--- config.mk ---
export PLATFORM = sky130hd
export DESIGN_NAME = vga_sync_monitor
export DESIGN_NICKNAME = d
export VERILOG_FILES = /design/src/rtl/vga_timing_pkg.sv /design/src/rtl/vga_sync_edge.sv /design/src/rtl/vga_sync_monitor.sv
export SDC_FILE = /design/constraint.sdc
export NUM_CORES = 1
export LEC_CHECK = 0
export ABC_CLOCK_PERIOD_IN_PS = 6040
export CAP_MARGIN = 20
export CORE_AREA = 2 2 162 196
export CTS_BUF_LIST = sky130_fd_sc_hd__clkbuf_4
export CTS_CLUSTER_SIZE = 28
export DETAILED_ROUTE_END_ITERATION = 10
export DIE_AREA = 0 0 164 198
export PLACE_DENSITY_LB_ADDON = 0.25
export SETUP_SLACK_MARGIN = 0.3
export SLEW_MARGIN = 20
export SYNTH_ARGS = -nofsm -noshare
export SYNTH_HDL_FRONTEND = slang
export SYNTH_SLANG_ARGS = --single-unit
export TNS_END_PERCENT = 1
--- constraint.sdc ---
create_clock -name clk_60Mhz -period 6.04 [get_ports clk_60Mhz]
set_input_delay 1.812 -clock clk_60Mhz [delete_from_list [all_inputs] [get_ports clk_60Mhz]]
set_output_delay 1.812 -clock clk_60Mhz [all_outputs]
set_load 0.01 [all_outputs]
--- src/rtl/vga_timing_pkg.sv ---
// Shared VGA mode constants, monitor FSM encoding and error flag indices.
package vga_timing_pkg;

   // Default 800x600 mode, shared with the driver
   localparam int unsigned DefColorW     = 4;
   localparam int unsigned DefHActive    = 800;
   localparam int unsigned DefHFp        = 56;
   localparam int unsigned DefHSync      = 120;
   localparam int unsigned DefHBp        = 64;
   localparam int unsigned DefVActive    = 600;
   localparam int unsigned DefVFp        = 37;
   localparam int unsigned DefVSync      = 6;
   localparam int unsigned DefVBp        = 23;
   localparam int unsigned DefHTotal     = DefHActive + DefHFp + DefHSync + DefHBp;  // 1040
   localparam int unsigned DefVTotal     = DefVActive + DefVFp + DefVSync + DefVBp;  // 666
   localparam bit          DefSyncPol    = 1'b1;
   localparam int unsigned DefLockFrames = 3;

   // Monitor FSM
   typedef enum logic [1:0] {
      StSearch = 2'd0,
      StTrack  = 2'd1,
      StLocked = 2'd2
   } mon_state_e;

   // Sticky error flag positions in o_err
   localparam int unsigned ErrW      = 5;
   localparam int unsigned ErrHTotal = 0;
   localparam int unsigned ErrHSync  = 1;
   localparam int unsigned ErrVTotal = 2;
   localparam int unsigned ErrVSync  = 3;
   localparam int unsigned ErrLoss   = 4;

   // 16-bit increment that sticks at all-ones
   function automatic logic [15:0] sat_inc16(input logic [15:0] v);
      return (v == 16'hFFFF) ? v : v + 16'd1;
   endfunction

endpackage

--- src/rtl/vga_sync_edge.sv ---
// Sync polarity normalisation, rise/fall detection and asserted-width counter.
// With en_i tied high it measures in clocks; gated by h_rise it measures in lines.
module vga_sync_edge #(
   parameter bit SyncPol = 1'b1
) (
   input  logic        clk_i,
   input  logic        rst_i,
   input  logic        en_i,
   input  logic        sync_i,
   output logic        rise_o,
   output logic        fall_o,
   output logic [15:0] width_o
);
   import vga_timing_pkg::*;

   logic        level;
   logic        level_q;
   logic [15:0] cnt_q;
   logic [15:0] cnt_d;
   logic [15:0] width_q;

   assign level  = (sync_i == SyncPol);
   assign rise_o = en_i & level & ~level_q;
   assign fall_o = en_i & ~level & level_q;

   // Width is presented combinationally in the fall cycle so the caller can judge it there
   assign width_o = fall_o ? cnt_q : width_q;

   // Count enabled samples while asserted; a new pulse restarts at 1
   always_comb begin
      cnt_d = cnt_q;
      if (rise_o) begin
         cnt_d = 16'd1;
      end else if (en_i && level) begin
         cnt_d = sat_inc16(cnt_q);
      end
   end

   // Registered sync level, running count and last latched width
   always_ff @(posedge clk_i) begin
      if (rst_i) begin
         level_q <= 1'b0;
         cnt_q   <= 16'd0;
         width_q <= 16'd0;
      end else begin
         if (en_i) begin
            level_q <= level;
         end
         cnt_q   <= cnt_d;
         width_q <= width_o;
      end
   end

endmodule

--- src/rtl/vga_sync_monitor.sv ---
// Receive-side VGA timing monitor: measures line/frame timing, locks after clean
// frames, raises sticky errors and reports a per-frame active-pixel checksum.
module vga_sync_monitor
   import vga_timing_pkg::*;
#(
   parameter int unsigned COLOR_W     = DefColorW,
   parameter int unsigned H_ACTIVE    = DefHActive,
   parameter int unsigned H_FP        = DefHFp,
   parameter int unsigned H_SYNC      = DefHSync,
   parameter int unsigned H_BP        = DefHBp,
   parameter int unsigned V_ACTIVE    = DefVActive,
   parameter int unsigned V_FP        = DefVFp,
   parameter int unsigned V_SYNC      = DefVSync,
   parameter int unsigned V_BP        = DefVBp,
   parameter bit          SYNC_POL    = DefSyncPol,
   parameter int unsigned LOCK_FRAMES = DefLockFrames
) (
   input  logic               clk_60Mhz,
   input  logic               reset,
   input  logic               i_h_sync,
   input  logic               i_v_sync,
   input  logic [COLOR_W-1:0] i_r,
   input  logic [COLOR_W-1:0] i_g,
   input  logic [COLOR_W-1:0] i_b,
   input  logic               i_err_clr,
   output logic               o_locked,
   output logic [ErrW-1:0]    o_err,
   output logic [15:0]        o_h_total,
   output logic [15:0]        o_v_total,
   output logic               o_frame_done,
   output logic [19:0]        o_frame_pix,
   output logic [31:0]        o_frame_sum
);

   localparam int unsigned H_TOTAL = H_ACTIVE + H_FP + H_SYNC + H_BP;
   localparam int unsigned V_TOTAL = V_ACTIVE + V_FP + V_SYNC + V_BP;
   localparam int unsigned PixW    = 3 * COLOR_W;

   localparam logic [15:0] HTotal16  = 16'(H_TOTAL);
   localparam logic [15:0] VTotal16  = 16'(V_TOTAL);
   localparam logic [15:0] HSync16   = 16'(H_SYNC);
   localparam logic [15:0] VSync16   = 16'(V_SYNC);
   localparam logic [15:0] Timeout16 = 16'(2 * H_TOTAL);
   localparam logic [15:0] HActStart = 16'(H_SYNC + H_BP);
   localparam logic [15:0] HActEnd   = 16'(H_SYNC + H_BP + H_ACTIVE);
   localparam logic [15:0] VActStart = 16'(V_SYNC + V_BP);
   localparam logic [15:0] VActEnd   = 16'(V_SYNC + V_BP + V_ACTIVE);
   localparam logic [7:0]  LockCnt   = 8'(LOCK_FRAMES);

   // Sync edges
   logic        h_rise;
   logic        h_fall;
   logic [15:0] h_width;
   logic        v_rise;
   logic        v_fall;
   logic [15:0] v_width;
   logic        frame_start;

   vga_sync_edge #(
      .SyncPol (SYNC_POL)
   ) u_h_edge (
      .clk_i   (clk_60Mhz),
      .rst_i   (reset),
      .en_i    (1'b1),
      .sync_i  (i_h_sync),
      .rise_o  (h_rise),
      .fall_o  (h_fall),
      .width_o (h_width)
   );

   // v_sync is only looked at on h_rise, so its width comes out in lines
   vga_sync_edge #(
      .SyncPol (SYNC_POL)
   ) u_v_edge (
      .clk_i   (clk_60Mhz),
      .rst_i   (reset),
      .en_i    (h_rise),
      .sync_i  (i_v_sync),
      .rise_o  (v_rise),
      .fall_o  (v_fall),
      .width_o (v_width)
   );

   assign frame_start = v_rise;

   // Position counters and measurements
   logic [15:0]     h_pos_q;
   logic [15:0]     h_pos_d;
   logic [15:0]     v_line_q;
   logic [15:0]     v_line_d;
   logic [15:0]     line_period;
   logic [15:0]     frame_lines;
   logic [15:0]     h_total_q;
   logic [15:0]     v_total_q;
   logic            active;
   logic [PixW-1:0] pix_word;
   logic [19:0]     pix_cnt_q;
   logic [19:0]     pix_cnt_d;
   logic [31:0]     pix_sum_q;
   logic [31:0]     pix_sum_d;
   logic [19:0]     frame_pix_q;
   logic [31:0]     frame_sum_q;

   // Mismatch tracking for the frame in progress
   logic [3:0] mis_q;
   logic [3:0] mis_d;
   logic [3:0] mis_now;
   logic [3:0] mis_frame;
   logic       frame_good;

   // FSM and flags
   mon_state_e      state_q;
   mon_state_e      state_d;
   logic [7:0]      good_q;
   logic [7:0]      good_d;
   logic            first_q;
   logic            first_d;
   logic            timeout;
   logic            frame_done_q;
   logic            frame_done_d;
   logic [ErrW-1:0] err_q;
   logic [ErrW-1:0] err_d;
   logic [ErrW-1:0] err_set;

   assign pix_word    = {i_r, i_g, i_b};
   assign line_period = sat_inc16(h_pos_q);
   assign frame_lines = sat_inc16(v_line_q);

   // Current-cycle position, active-window decode and checksum accumulation
   always_comb begin
      h_pos_d  = h_rise ? 16'd0 : sat_inc16(h_pos_q);
      v_line_d = v_line_q;
      if (frame_start) begin
         v_line_d = 16'd0;
      end else if (h_rise) begin
         v_line_d = sat_inc16(v_line_q);
      end
      active = (h_pos_d >= HActStart) && (h_pos_d < HActEnd) &&
               (v_line_d >= VActStart) && (v_line_d < VActEnd);
      // Restart at frame_start, still counting this cycle if it happens to be active
      pix_cnt_d = (frame_start ? 20'd0 : pix_cnt_q) + {19'd0, active};
      pix_sum_d = (frame_start ? 32'd0 : pix_sum_q) + (active ? 32'(pix_word) : 32'd0);
   end

   // Per-check mismatches; the line closing at frame_start belongs to the ending frame
   always_comb begin
      mis_now            = 4'd0;
      mis_now[ErrHTotal] = h_rise & (line_period != HTotal16);
      mis_now[ErrHSync]  = h_fall & (h_width != HSync16);
      mis_now[ErrVTotal] = frame_start & (frame_lines != VTotal16);
      mis_now[ErrVSync]  = v_fall & (v_width != VSync16);
      mis_frame          = mis_q | mis_now;
      frame_good         = (mis_frame == 4'd0);
      mis_d              = frame_start ? 4'd0 : mis_frame;
   end

   // Measurement and accumulator registers
   always_ff @(posedge clk_60Mhz) begin
      if (reset) begin
         h_pos_q     <= 16'd0;
         v_line_q    <= 16'd0;
         h_total_q   <= 16'd0;
         v_total_q   <= 16'd0;
         pix_cnt_q   <= 20'd0;
         pix_sum_q   <= 32'd0;
         frame_pix_q <= 20'd0;
         frame_sum_q <= 32'd0;
         mis_q       <= 4'd0;
      end else begin
         h_pos_q   <= h_pos_d;
         v_line_q  <= v_line_d;
         pix_cnt_q <= pix_cnt_d;
         pix_sum_q <= pix_sum_d;
         mis_q     <= mis_d;
         if (h_rise) begin
            h_total_q <= line_period;
         end
         if (frame_start) begin
            v_total_q   <= frame_lines;
            frame_pix_q <= pix_cnt_q;
            frame_sum_q <= pix_sum_q;
         end
      end
   end

   // FSM state register
   always_ff @(posedge clk_60Mhz) begin
      if (reset) begin
         state_q <= StSearch;
         good_q  <= 8'd0;
         first_q <= 1'b0;
      end else begin
         state_q <= state_d;
         good_q  <= good_d;
         first_q <= first_d;
      end
   end

   // FSM next state; first_q marks the frame right after SEARCH, which is never judged
   always_comb begin
      state_d = state_q;
      good_d  = good_q;
      first_d = first_q;
      if (timeout) begin
         state_d = StSearch;
         good_d  = 8'd0;
         first_d = 1'b0;
      end else if (frame_start) begin
         unique case (state_q)
            StSearch: begin
               state_d = StTrack;
               good_d  = 8'd0;
               first_d = 1'b1;
            end
            StTrack: begin
               if (first_q) begin
                  first_d = 1'b0;
               end else if (frame_good) begin
                  good_d = good_q + 8'd1;
                  if (good_d >= LockCnt) begin
                     state_d = StLocked;
                  end
               end else begin
                  good_d = 8'd0;
               end
            end
            StLocked: begin
               if (!frame_good) begin
                  state_d = StTrack;
                  good_d  = 8'd0;
               end
            end
            default: begin
               state_d = StSearch;
               good_d  = 8'd0;
               first_d = 1'b0;
            end
         endcase
      end
   end

   // FSM outputs: lock status, frame_done request and error set vector
   always_comb begin
      timeout      = (state_q != StSearch) && (h_pos_d >= Timeout16);
      o_locked     = (state_q == StLocked);
      frame_done_d = frame_start && (state_q != StSearch) && !first_q;
      err_set      = '0;
      if (frame_start && (state_q == StLocked)) begin
         err_set[3:0] = mis_frame;
      end
      err_set[ErrLoss] = timeout;
      // Set beats clear for the same bit
      err_d = (i_err_clr ? '0 : err_q) | err_set;
   end

   // Sticky error flags and frame_done pulse
   always_ff @(posedge clk_60Mhz) begin
      if (reset) begin
         err_q        <= '0;
         frame_done_q <= 1'b0;
      end else begin
         err_q        <= err_d;
         frame_done_q <= frame_done_d;
      end
   end

   assign o_err        = err_q;
   assign o_h_total    = h_total_q;
   assign o_v_total    = v_total_q;
   assign o_frame_done = frame_done_q;
   assign o_frame_pix  = frame_pix_q;
   assign o_frame_sum  = frame_sum_q;

endmodule

==> tab_implementation.tex <==
\begin{tabular}{lr}
\hline
Metric & Value \\
\hline
\multicolumn{2}{l}{\textbf{Setup path}} \\
\quad Highest cell delay on the worst timing path & 510 ps \\
\quad CP Data Required Time & around 6600 ps \\
\quad CP most frequent cell & sky130\_fd\_sc\_hd\_\_buf\_4 \\
\quad Critical path start-end classification & primary input to flop \\
\quad Startpoint types & primary input \\
\quad Count of buffering cells on the critical path with inverters included & 6 \\
\quad Maximum fanout count along the critical path & 9 \\
\quad Crit Reg-Reg Endpoint & pix\_sum\_q[31] \\
\quad Setup slack of the worst register-to-register path & around 600 ps \\
\quad Count of cells along the worst register-to-register path & 22 \\
\quad Crit path arrival time & just over 6000 ps \\
\quad Critical R2R Launch & v\_line\_q[1] \\
\quad Nature of the critical path endpoint & flop \\
\quad Critical path's slowest cell & sky130\_fd\_sc\_hd\_\_or4\_1 \\
\quad Cells traversed along the worst timing path & dlygate4sd2\_1 > buf\_4 > nand2b\_4 > buf\_4 > or4\_1 > a21o\_1 > nor3\_2 > a211o\_1 > nor4\_4 > buf\_12 > buf\_4 > and2\_1 > ha\_1 > a21o\_1 > a21o\_1 > a2111o\_1 > nor4bb\_2 > o31ai\_2 > buf\_4 > nor4b\_1 > xnor2\_1 > nor2\_1 \\
\quad Top cell family by delay on the critical path & compound AO/OA/AOI/OAI gates \\
\multicolumn{2}{l}{\textbf{Clock tree}} \\
\quad Skew-Pair Late Insertion Delay & 740 ps \\
\quad Buffer levels on the longest clock path & 3 \\
\quad Total clock buffers created by CTS & 57 \\
\quad Clock edge transition at the registers on the reported setup and hold paths & 60 ps \\
\quad Buffer type at the clock tree root & sky130\_fd\_sc\_hd\_\_clkbuf\_4 \\
\quad CTS H-tree lvls & 2 \\
\quad CTS tree & built \\
\quad Clock sink count & 223 \\
\multicolumn{2}{l}{\textbf{Floorplanning}} \\
\quad Floorplan die width & between 150 and 200 um \\
\quad Number of rows created at floorplan & around 70 \\
\quad Die height & just under 200 um \\
\quad Number of I/O pins & about 110 \\
\quad Core area & 30,800 sq um \\
\quad Total Die Area & 32,500 sq um \\
\quad Initial Utilization & roughly a third \\
\multicolumn{2}{l}{\textbf{Global routing}} \\
\quad Maximum number of pins on one net before global-route repair & between 40 and 50 \\
\quad GRT Util Overall & 17.7\% \\
\quad Total grt overflow & 0 \\
\quad Vias in the first global route & $\sim$9,300 \\
\quad Global-route wire length before repair & about 47,000 um \\
\quad Number of antenna violations at the first check in global routing & 2 \\
\multicolumn{2}{l}{\textbf{Run status}} \\
\quad Outcome & finished clean \\
\multicolumn{2}{l}{\textbf{Final layout}} \\
\quad Net total in the final layout & roughly 1,400 \\
\quad Area growth syn-to-layout & 24.8\% \\
\quad Most frequent standard cell in the layout excluding fill and tap cells & sky130\_fd\_sc\_hd\_\_dfxtp\_1 \\
\quad Post-route cell area & about 13,000 sq um \\
\quad Number of filler cells placed in the layout & 3,122 \\
\quad Most frequent cells in the layout & 222 x sky130\_fd\_sc\_hd\_\_dfxtp\_1, 138 x sky130\_fd\_sc\_hd\_\_nor2\_1, 105 x sky130\_fd\_sc\_hd\_\_clkdlybuf4s50\_1 \\
\quad Non-filler instance count after layout & between 1,500 and 2,000 \\
\quad Fraction of final layout cells sized beyond drive strength 1 & between 10\% and 20\% \\
\multicolumn{2}{l}{\textbf{Route}} \\
\quad Number of detailed-route iterations in the first pass & 5 \\
\quad DRT iter0 DRCs & about 520 \\
\quad WL final & between 20,000 and 30,000 um \\
\quad Routed Antenna Nets & 0 \\
\quad Total via count in the routed design & 9,645 \\
\quad Vias per inst & between 5 and 6 \\
\quad Routed WL per cell & between 15 and 20 um \\
\quad Residual DRC & 0 \\
\multicolumn{2}{l}{\textbf{Yosys}} \\
\quad Share of the synthesized area in compound gates (AO/OA/AOI/OAI) & between 10\% and 20\% \\
\quad Fraction of the mapped netlist area in adder cells & 2.57\% \\
\quad Most area-consuming cells after synthesis & sky130\_fd\_sc\_hd\_\_dfxtp\_1 42\%, sky130\_fd\_sc\_hd\_\_nor2\_1 5.0\%, sky130\_fd\_sc\_hd\_\_a22o\_1 4.4\%, sky130\_fd\_sc\_hd\_\_nand2\_1 3.3\%, sky130\_fd\_sc\_hd\_\_o21ai\_0 3.3\% \\
\quad Fraction of registers with async set or reset after synthesis & 0\% \\
\quad Simple-gate area share of the yosys netlist & a little over a quarter \\
\quad Synth Net Count & roughly 1,300 \\
\quad Share of the synthesized area in the top cell type & $\sim$42\% \\
\quad Share of cell area taken by muxes after synthesis & 1.44\% \\
\quad Combinational family with the most area after synthesis & simple AND/OR/NAND/NOR gates \\
\quad Number of warnings issued by yosys & 0 \\
\quad Portion of the post-synthesis area used by sequential elements & between 40\% and 50\% \\
\quad Cell area after synthesis & 10,500 sq um \\
\quad Count of flip-flops with a built-in enable after synthesis & 0 \\
\quad Yosys cell types & 76 \\
\quad Syn Inst Count & approximately 1,200 \\
\quad Most used DFF post-synth & sky130\_fd\_sc\_hd\_\_dfxtp\_1 \\
\quad Mean instance size in the synthesized netlist & 8.56 sq um \\
\quad Cell accounting for the most synthesized area & sky130\_fd\_sc\_hd\_\_dfxtp\_1 \\
\quad Xor/xnor share of the synthesized area & $\sim$6.0\% \\
\quad Count of state elements after synthesis & $\sim$220 \\
\multicolumn{2}{l}{\textbf{STA}} \\
\quad RSZ-0062 raised after global routing & no \\
\quad Max transition margin & around 42\% \\
\quad Number of slew-limit violations in the final report & 0 \\
\quad Worst Slack Setup Final & between 400 and 500 ps \\
\quad Setup clock skew after layout & approximately 70 ps \\
\quad Final hold violation count & 0 \\
\quad Final min period & around 5600 ps \\
\quad F\_max & 178 MHz \\
\quad Final Cycle Share & 93.2\% \\
\quad Final total negative setup slack & 0 ps \\
\quad Total setup violations reported at the end of the flow & 0 \\
\quad Tightest Pin Transition & about 850 ps \\
\multicolumn{2}{l}{\textbf{Placement}} \\
\quad Number of cells in the design after placement & 1,720 \\
\quad Area after DPL & 12,200 sq um \\
\quad Placed wire-length estimate & 19,900 um \\
\quad Dpl ws & -797 ps \\
\quad Port Buf Inserts & around 110 \\
\quad Weighted congestion at the end of routability-driven global placement & between 0.9 and 1 \\
\multicolumn{2}{l}{\textbf{Worst hold path}} \\
\quad Hold WC Path Type & flop to flop \\
\quad Worst hold path endpoint & o\_frame\_sum[3] \\
\quad Hold path start & pix\_sum\_q[3] \\
\quad Worst Hold Path Cells & 1 \\
\multicolumn{2}{l}{\textbf{Run}} \\
\quad Max-capacitance violation count & 0 \\
\multicolumn{2}{l}{\textbf{Power and ir drop}} \\
\quad Highest ir drop seen on vdd & about 0.00013 V \\
\quad Overall power of the completed layout & roughly 2.9 mW \\
\quad Ratio of total power to cell area & approximately 220 nW/um\^{}2 \\
\quad Standby leakage power & about 4.8 nW \\
\hline
\end{tabular}
==> cell type report <==
class                           instances  area [sq um]  share of cell area, %
Tap cell                              401           502                   3.82
Clock buffer                           82           616                   4.68
Sequential cell                       223          4470                   34.0
Inverter                               27           101                  0.771
Antenna cell                            2          5.00                 0.0381
Timing Repair Buffer                  174          1610                   12.3
Clock inverter                         17          80.1                  0.609
Multi-Input combinational cell        903          5770                   43.9
==> synthesized netlist by cell type (23+ instances only) <==
cell	number
sky130_fd_sc_hd__and2_1	38
sky130_fd_sc_hd__dfxtp_1	223
sky130_fd_sc_hd__nand3_1	50
sky130_fd_sc_hd__inv_1	27
sky130_fd_sc_hd__a22o_1	53
sky130_fd_sc_hd__nor3_1	35
sky130_fd_sc_hd__a21oi_1	48
sky130_fd_sc_hd__xnor2_1	38
sky130_fd_sc_hd__clkbuf_1	49
sky130_fd_sc_hd__o21ai_0	69
sky130_fd_sc_hd__nand2_1	94
sky130_fd_sc_hd__xor2_1	34
sky130_fd_sc_hd__nor2_1	140
sky130_fd_sc_hd__or3_1	23
sky130_fd_sc_hd__nand4_1	40
==> flip-flops by register name, indices dropped and copies added (netlist names), 2 cells and up <==
signal,count
o_frame_sum,32
pix_sum_q,32
o_frame_pix,20
pix_cnt_q,20
h_pos_q,16
o_h_total,16
o_v_total,16
u_h_edge.cnt_q,16
u_v_edge.cnt_q,16
v_line_q,16
good_q,8
o_err,5
mis_q,4
state_q,2
==> logic make-up (layout without fill, tap and decap cells) <==
group / Yosys count / count (layout)
fa+ha+maj: 21 / 21
buf+inv: 104 / 300
xor+xnor: 72 / 72
compound gates: 254 / 254
other cells: 0 / 2
simple gates: 541 / 541
flops: 223 / 223
mux: 15 / 15
==> worst max path at each step <==
stage                          start       endpoint  cells after the start
after CTS                 h_pos_q[0]  pix_sum_q[22]                     24
after detailed placement    i_h_sync  pix_sum_q[22]                     23
after floorplan             i_h_sync  pix_sum_q[25]                     20
after global placement      i_h_sync  pix_sum_q[22]                     23
after global routing        i_h_sync  pix_sum_q[31]                     23
final                       i_h_sync  pix_sum_q[31]                     22
==> stage by stage <==
step | hold WS, ps | util, %
2_1_floorplan | 434 | -
3_3_place_gp | 433 | 39.7
3_5_place_dp | 442 | 39.7
4_1_cts | 447 | 42.3
5_1_grt | 461 | 42.7
6_report | 440 | 42.7
==> repair_timing <==
item                                    CTS  global route
hold buffers                              0             0
buffers inserted                          4             1
pin swaps                                 3             7
resized for setup                        15            18
endpoints found under the setup margin   13            21
gates cloned                              2             1
==> per-layer routing <==
layer  vias up  track usage, %  wire length, um
li1       4758               -                -
met1      4550            21.6            12800
met2       267            30.5            13900
met3        70            3.56             1420
met4         0            6.89              923
met5         -               0                0
==> power breakdown <==
| group | total (mW) | leakage (nW) | internal (mW) | switching [mW] |
|---|---|---|---|---|
| Sequential | 1.49 | 1.80 | 1.48 | 0.00904 |
| Combinational | 0.130 | 2.60 | 0.0443 | 0.0856 |
| Clock | 1.25 | 0.414 | 0.624 | 0.621 |
Note: power is estimated with default switching activity, not from simulation.
